$ cat src/rtl/decade_press_counter_pkg.sv
// ---------------------------------------------------------------------------
// decade_press_counter_pkg
//
// Shared constants and helpers for the debounced push-button decade counter.
// The count width lives here so the counter and the downstream
// binary-to-seven-segment decoder always agree on the bus width.
//
// Contents:
//   COUNT_WIDTH            - width of the count bus fed to the decoder
//   DEFAULT_DEBOUNCE_LIMIT - stable cycles before the filtered state moves
//   DEFAULT_MAX_COUNT      - highest count before wrapping to 0
//   DEFAULT_TICK_LIMIT     - auto-tick period (COUNTER_AUTO_TICK_EN builds)
//   count_t                - count value type
//   count_step_t           - next count value plus its wrap carry
//   count_step()           - wrapping increment helper
// ---------------------------------------------------------------------------
package decade_press_counter_pkg;

    localparam int COUNT_WIDTH            = 4;
    localparam int DEFAULT_DEBOUNCE_LIMIT = 250000;    // 10 ms at 25 MHz
    localparam int DEFAULT_MAX_COUNT      = 9;
    localparam int DEFAULT_TICK_LIMIT     = 25000000;  // 1 s at 25 MHz

    typedef logic [COUNT_WIDTH-1:0] count_t;

    typedef struct packed {
        count_t count;
        logic   carry;
    } count_step_t;

    // Increment with wrap: reaching max_count rolls back to zero and
    // raises carry so a following digit stage can advance.
    function automatic count_step_t count_step(input count_t cur,
                                               input count_t max_count);
        count_step_t step;
        if (cur >= max_count) begin
            step.count = '0;
            step.carry = 1'b1;
        end else begin
            step.count = cur + count_t'(1);
            step.carry = 1'b0;
        end
        return step;
    endfunction

endpackage

$ cat src/rtl/decade_press_counter_debounce_filter.sv
// ---------------------------------------------------------------------------
// debounce_filter
//
// Two-flop synchroniser followed by a stability-counting debounce filter.
// The filtered output only changes once the synchronised level has differed
// from it for DEBOUNCE_LIMIT consecutive cycles; any return to the current
// filtered level restarts the count.
//
// Parameters:
//   DEBOUNCE_LIMIT - consecutive differing cycles needed to change state
//
// Ports:
//   i_Clk       - system clock, rising edge
//   i_Rst_L     - synchronous active-low reset
//   i_Raw       - raw, asynchronous, bouncing switch level (1 = pressed)
//   o_Debounced - filtered switch level
// ---------------------------------------------------------------------------
module debounce_filter
    import decade_press_counter_pkg::*;
#(
    parameter int DEBOUNCE_LIMIT = DEFAULT_DEBOUNCE_LIMIT
) (
    input  logic i_Clk,
    input  logic i_Rst_L,
    input  logic i_Raw,
    output logic o_Debounced
);

    // A limit of 1 still needs a one-bit counter to keep the logic legal.
    localparam int CNT_W = (DEBOUNCE_LIMIT > 1) ? $clog2(DEBOUNCE_LIMIT) : 1;
    localparam logic [CNT_W-1:0] CNT_LAST = CNT_W'(DEBOUNCE_LIMIT - 1);

    if (DEBOUNCE_LIMIT < 1) begin : g_bad_limit
        $error("debounce_filter: DEBOUNCE_LIMIT must be at least 1");
    end

    logic             sync_meta;
    logic             sync_level;
    logic             debounced;
    logic [CNT_W-1:0] stable_cnt;

    // i_Raw is asynchronous; the first flop may go metastable, so only the
    // second flop's output is ever used.
    always_ff @(posedge i_Clk) begin
        if (!i_Rst_L) begin
            sync_meta  <= 1'b0;
            sync_level <= 1'b0;
        end else begin
            sync_meta  <= i_Raw;
            sync_level <= sync_meta;
        end
    end

    // The counter only runs while the synchronised level disagrees with the
    // filtered state; agreement (a bounce back) clears it.
    always_ff @(posedge i_Clk) begin
        if (!i_Rst_L) begin
            debounced  <= 1'b0;
            stable_cnt <= '0;
        end else if (sync_level == debounced) begin
            stable_cnt <= '0;
        end else if (stable_cnt == CNT_LAST) begin
            debounced  <= sync_level;
            stable_cnt <= '0;
        end else begin
            stable_cnt <= stable_cnt + CNT_W'(1);
        end
    end

    assign o_Debounced = debounced;

endmodule

$ cat src/rtl/decade_press_counter.sv
// ---------------------------------------------------------------------------
// decade_press_counter
//
// Debounced push-button counter feeding a binary-to-seven-segment decoder.
// A press is counted when the debounced button is released (debounced
// falling edge). The count wraps from MAX_COUNT to 0 and raises o_Carry for
// exactly that cycle so a second digit stage can be chained.
//
// Optional feature (macro COUNTER_AUTO_TICK_EN):
//   When defined, a free-running tick counter (0..TICK_LIMIT-1) issues an
//   increment request on its terminal cycle. A press and a tick landing in
//   the same cycle produce one increment. Presses never restart the tick.
//   When undefined, there is no tick logic and TICK_LIMIT has no effect.
//
// Parameters:
//   DEBOUNCE_LIMIT - stable cycles before the filtered switch state changes
//   MAX_COUNT      - highest count before wrap (1..15)
//   TICK_LIMIT     - auto-tick period in cycles (COUNTER_AUTO_TICK_EN only)
//
// Ports:
//   i_Clk    - system clock, rising edge
//   i_Rst_L  - synchronous active-low reset
//   i_Switch - raw push-button level, 1 = pressed, asynchronous
//   o_Count  - registered count, 0..MAX_COUNT
//   o_Carry  - one-cycle pulse coincident with o_Count wrapping to 0
// ---------------------------------------------------------------------------
module decade_press_counter
    import decade_press_counter_pkg::*;
#(
    parameter int DEBOUNCE_LIMIT = DEFAULT_DEBOUNCE_LIMIT,
    parameter int MAX_COUNT      = DEFAULT_MAX_COUNT,
    parameter int TICK_LIMIT     = DEFAULT_TICK_LIMIT
) (
    input  logic                   i_Clk,
    input  logic                   i_Rst_L,
    input  logic                   i_Switch,
    output logic [COUNT_WIDTH-1:0] o_Count,
    output logic                   o_Carry
);

    localparam count_t MAX_C = count_t'(MAX_COUNT);

    if (MAX_COUNT < 1 || MAX_COUNT > 15 || TICK_LIMIT < 1) begin : g_bad_cfg
        $error("decade_press_counter: MAX_COUNT must be 1..15 and TICK_LIMIT >= 1");
    end

    logic        debounced;
    logic        debounced_q;
    logic        press_done;
    logic        inc_req;
    count_t      count_q;
    logic        carry_q;
    count_step_t next_step;

    debounce_filter #(
        .DEBOUNCE_LIMIT(DEBOUNCE_LIMIT)
    ) u_debounce (
        .i_Clk      (i_Clk),
        .i_Rst_L    (i_Rst_L),
        .i_Raw      (i_Switch),
        .o_Debounced(debounced)
    );

    // Counting on release means a button held forever yields exactly one
    // count, and only once the user lets go.
    always_ff @(posedge i_Clk) begin
        if (!i_Rst_L) begin
            debounced_q <= 1'b0;
        end else begin
            debounced_q <= debounced;
        end
    end

    assign press_done = debounced_q & ~debounced;

`ifdef COUNTER_AUTO_TICK_EN
    localparam int TICK_W = (TICK_LIMIT > 1) ? $clog2(TICK_LIMIT) : 1;
    localparam logic [TICK_W-1:0] TICK_LAST = TICK_W'(TICK_LIMIT - 1);

    logic [TICK_W-1:0] tick_cnt;
    logic              tick_term;

    // Free-running; presses deliberately do not restart it.
    always_ff @(posedge i_Clk) begin
        if (!i_Rst_L) begin
            tick_cnt <= '0;
        end else if (tick_cnt == TICK_LAST) begin
            tick_cnt <= '0;
        end else begin
            tick_cnt <= tick_cnt + TICK_W'(1);
        end
    end

    assign tick_term = (tick_cnt == TICK_LAST);

    // OR-ing the requests merges a coincident press and tick into one step.
    assign inc_req = press_done | tick_term;
`else
    assign inc_req = press_done;
`endif

    assign next_step = count_step(count_q, MAX_C);

    // Carry is a pulse: cleared every cycle unless this cycle wraps.
    always_ff @(posedge i_Clk) begin
        if (!i_Rst_L) begin
            count_q <= '0;
            carry_q <= 1'b0;
        end else if (inc_req) begin
            count_q <= next_step.count;
            carry_q <= next_step.carry;
        end else begin
            carry_q <= 1'b0;
        end
    end

    assign o_Count = count_q;
    assign o_Carry = carry_q;

endmodule

$ cat config.mk
export PLATFORM = sky130hd
export DESIGN_NAME = decade_press_counter
export DESIGN_NICKNAME = d
export VERILOG_FILES = /design/src/rtl/decade_press_counter_pkg.sv /design/src/rtl/decade_press_counter_debounce_filter.sv /design/src/rtl/decade_press_counter.sv
export SDC_FILE = /design/constraint.sdc
export NUM_CORES = 1
export LEC_CHECK = 0
export CAP_MARGIN = 10
export CORE_MARGIN = 4
export CORE_UTILIZATION = 56
export DETAILED_ROUTE_END_ITERATION = 10
export PLACE_DENSITY = 0.88
export SYNTH_ARGS = -nofsm -noshare
export SYNTH_HDL_FRONTEND = slang
export SYNTH_SLANG_ARGS = --single-unit
export TNS_END_PERCENT = 20
$ cat constraint.sdc
create_clock -name i_Clk -period 2.3 [get_ports i_Clk]
set_input_delay 0.46 -clock i_Clk [delete_from_list [all_inputs] [get_ports i_Clk]]
set_output_delay 0.46 -clock i_Clk [all_outputs]
set_load 0.01 [all_outputs]
==> metrics.yaml <==
finish:
  multi_input_comb_area_sq_um: 618.1
  layout.nets: 147
  final_util: 0.6594
  fill_cells: 171
  postLayoutCellArea_sq_um: 1320
  diodes: 0
  ff_latch_area_sq_um: 540.5
  area_growth_pct: 10.01
  stdcell_count: 166
  drive_gt1_frac: 0.07914
cts:
  post_cts_buffers: 0
  cts_resized: 0
  cts_tree: "yes"
  ctsHtreeMaxLevel: 1
  cts_made_buffers: 3
  numClockSinks: 27
  clockRootBuffer: "clkbuf_4"
  path_clk_slew_ns: 0.14
  insertion_delay_ns: 0.33
  holdBufCountCts: 0
  clockBufferDepth: 2
die:
  row_count: 16
  dieArea_sq_um: 2947
  initial_core_util: 0.5994
  die_width_um: 54.29
  die_y_um: 54.29
  core_area_sq_um: 2002
  ioPinCount: 8
global_routing:
  grt_overflow: 0
  grt_use_total: 0.1753
  grt_antenna_before_repair: 0
  grt_pass1_vias: 850
  grt_pass1_wl_um: 3650
  grt_max_degree: 19
placed_design:
  dp_hpwl_um: 1580
  placed_cells: 162
  numPortBuffers: 7
  gp_congestion: 0.7386
  dpl_cell_area_sq_um: 1292
sta:
  finalClockSkew_ns: 0.006734
  holdWs_ns: 0.4613
  period_share: 0.8820
  setup_viol: 0
  fin_crit_ns: 2.029
  fin_tns_setup_ns: 0
  rsz0062_at_grt: "false"
  slew_violations: 0
  slew_headroom: 0.6452
  max_freq_mhz: 492.9
  hold_viol_final: 0
  worstMarginPinSlew_ns: 0.5296
routing:
  wl_per_cell_um: 13.11
  wl_met3_um: 81
  drt_first_pass_iters: 4
  routed_wirelength_um: 2176
  top_layer: "met4"
  initialDrtViolationCount: 12
  drc: 0
  via_per_inst: 5.572
  wl_met2_um: 1164
  ant_nets: 0
  met1_length_um: 896
  num_vias: 925
logic_synthesis:
  netlist_instances: 130
  syn_area_per_cell_sq_um: 9.230
  synth_seq_cells: 27
  ys_seq_area_frac: 0.4505
  yosysWarnings: 0
  synthArstFlopShare: 0
  ys_types: 29
  ys.flop_type: "dfxtp_1"
  synth_edf_count: 0
  synthesis.nets: 137
  synth_area_sq_um: 1200
setup_path:
  crit_type: "flip-flop to flip-flop"
  required_ns: 2.52
  critPathLaunchType: "flip-flop"
  cp.arrival_ns: 2.24
  worstPathMaxFanout: 18
  crit_path_end_kind: "flip-flop"
power:
  leakage_nw: 0.4513
  p_per_area_nw_per_um2: 520.4
  peakVddDrop_v: 0.0004498
outcome:
  status: "completed"
run:
  maxCapViolations: 0
worst_hold_path:
  holdCritPathClass: "flip-flop to flip-flop"
==> layout make-up <==
| cell class | instances | area share |
|---|---|---|
| Clock buffer | 3 | 0.01706 |
| Clock inverter | 1 | 0.003791 |
| Inverter | 8 | 0.02275 |
| Multi-Input combinational cell | 93 | 0.4682 |
| Sequential cell | 27 | 0.4095 |
| Tap cell | 27 | 0.02559 |
| Timing Repair Buffer | 7 | 0.05308 |
==> synth_stat cells, types with 2 or more instances <==
cell,instances,area [sq um]
dfxtp_1,27,540.5
ha_1,4,50.05
xor2_1,11,96.34
o21ai_0,2,10.01
nand4_1,7,43.79
nand3_1,6,30.03
xnor2_1,6,52.55
a21oi_2,2,17.52
and2_1,3,18.77
nor4b_1,2,17.52
inv_1,8,30.03
nor2_1,23,86.33
nor4_1,3,18.77
or3_1,2,12.51
or4_4,2,22.52
and4_1,2,17.52
nand2_1,8,30.03
==> routing by layer <==
metal  up-vias  global-route usage
met2        20              0.3127
met1       436              0.1922
met3         4             0.03270
met5         -                   0
met4         0             0.09959
li1        465                   -
==> path summary, 6_finish.rpt <==
path	startpoint	to	slack, ns	depth (start not counted)
max	u_debounce.stable_cnt[0]	u_debounce.stable_cnt[8]	0.27	5
max reg2reg	u_debounce.stable_cnt[0]	u_debounce.stable_cnt[8]	0.27	5
min	u_debounce.sync_meta	u_debounce.sync_level	0.46	1
min reg2reg	u_debounce.sync_meta	u_debounce.sync_level	0.46	1
==> sequential cells by signal (all words and copies together) (netlist names) <==
register	count
u_debounce.sync_level	1
debounced_q	1
u_debounce.o_Debounced	1
o_Count	4
u_debounce.stable_cnt	18
o_Carry	1
u_debounce.sync_meta	1
==> per-stage QoR <==
stage,setup slack (ns),power [W]
after floorplan,0.4736,0.0004877
after global placement,0.3862,0.0004933
after detailed placement,0.2840,0.0004940
after CTS,0.2670,0.0006948
after global routing,0.1150,0.0007145
final,0.2713,0.0006869
==> where the power goes <==
group | switching [W] | leakage [nW] | internal [W]
clock | 0.000138 | 0.0177 | 0.0000654
combinational | 0.00000724 | 0.216 | 0.00000526
sequential | 0.00000118 | 0.218 | 0.000470
==> cell families (layout without fill, tap and decap cells) <==
kind of cell	Yosys count	after routing	synth area share
AOI/OAI and AO/OA	8	8	0.05944
xor gates and xnor gates	17	17	0.1241
adders and majority gates	4	4	0.04171
buffers and inverters	10	19	0.03441
DFF	27	27	0.4505
muxes	1	1	0.008342
and+or+nand+nor	63	63	0.2815
==> cells in the final DEF (no fill, tap or decap), drive strengths merged, types with 3 or more instances in the layout <==
| master | netlist | layout |
|---|---|---|
| clkbuf | 1 | 3 |
| and4 | 3 | 3 |
| dfxtp | 27 | 27 |
| xor2 | 11 | 11 |
| nand4 | 8 | 8 |
| clkdlybuf4s50 | 0 | 7 |
| nor2 | 23 | 23 |
| a21oi | 3 | 3 |
| inv | 8 | 8 |
| and2 | 3 | 3 |
| nor4 | 3 | 3 |
| nand3 | 6 | 6 |
| nand2 | 8 | 8 |
| xnor2 | 6 | 6 |
| ha | 4 | 4 |
==> critical path, cell delays in order, from the launching register on <==
cell	delay, ns
dfxtp_1	0.42
ha_1	0.24
nand3_1	0.14
or4_4	0.53
o211ai_4	0.47
nor2_1	0.12
(Power assumes the default switching activity.)
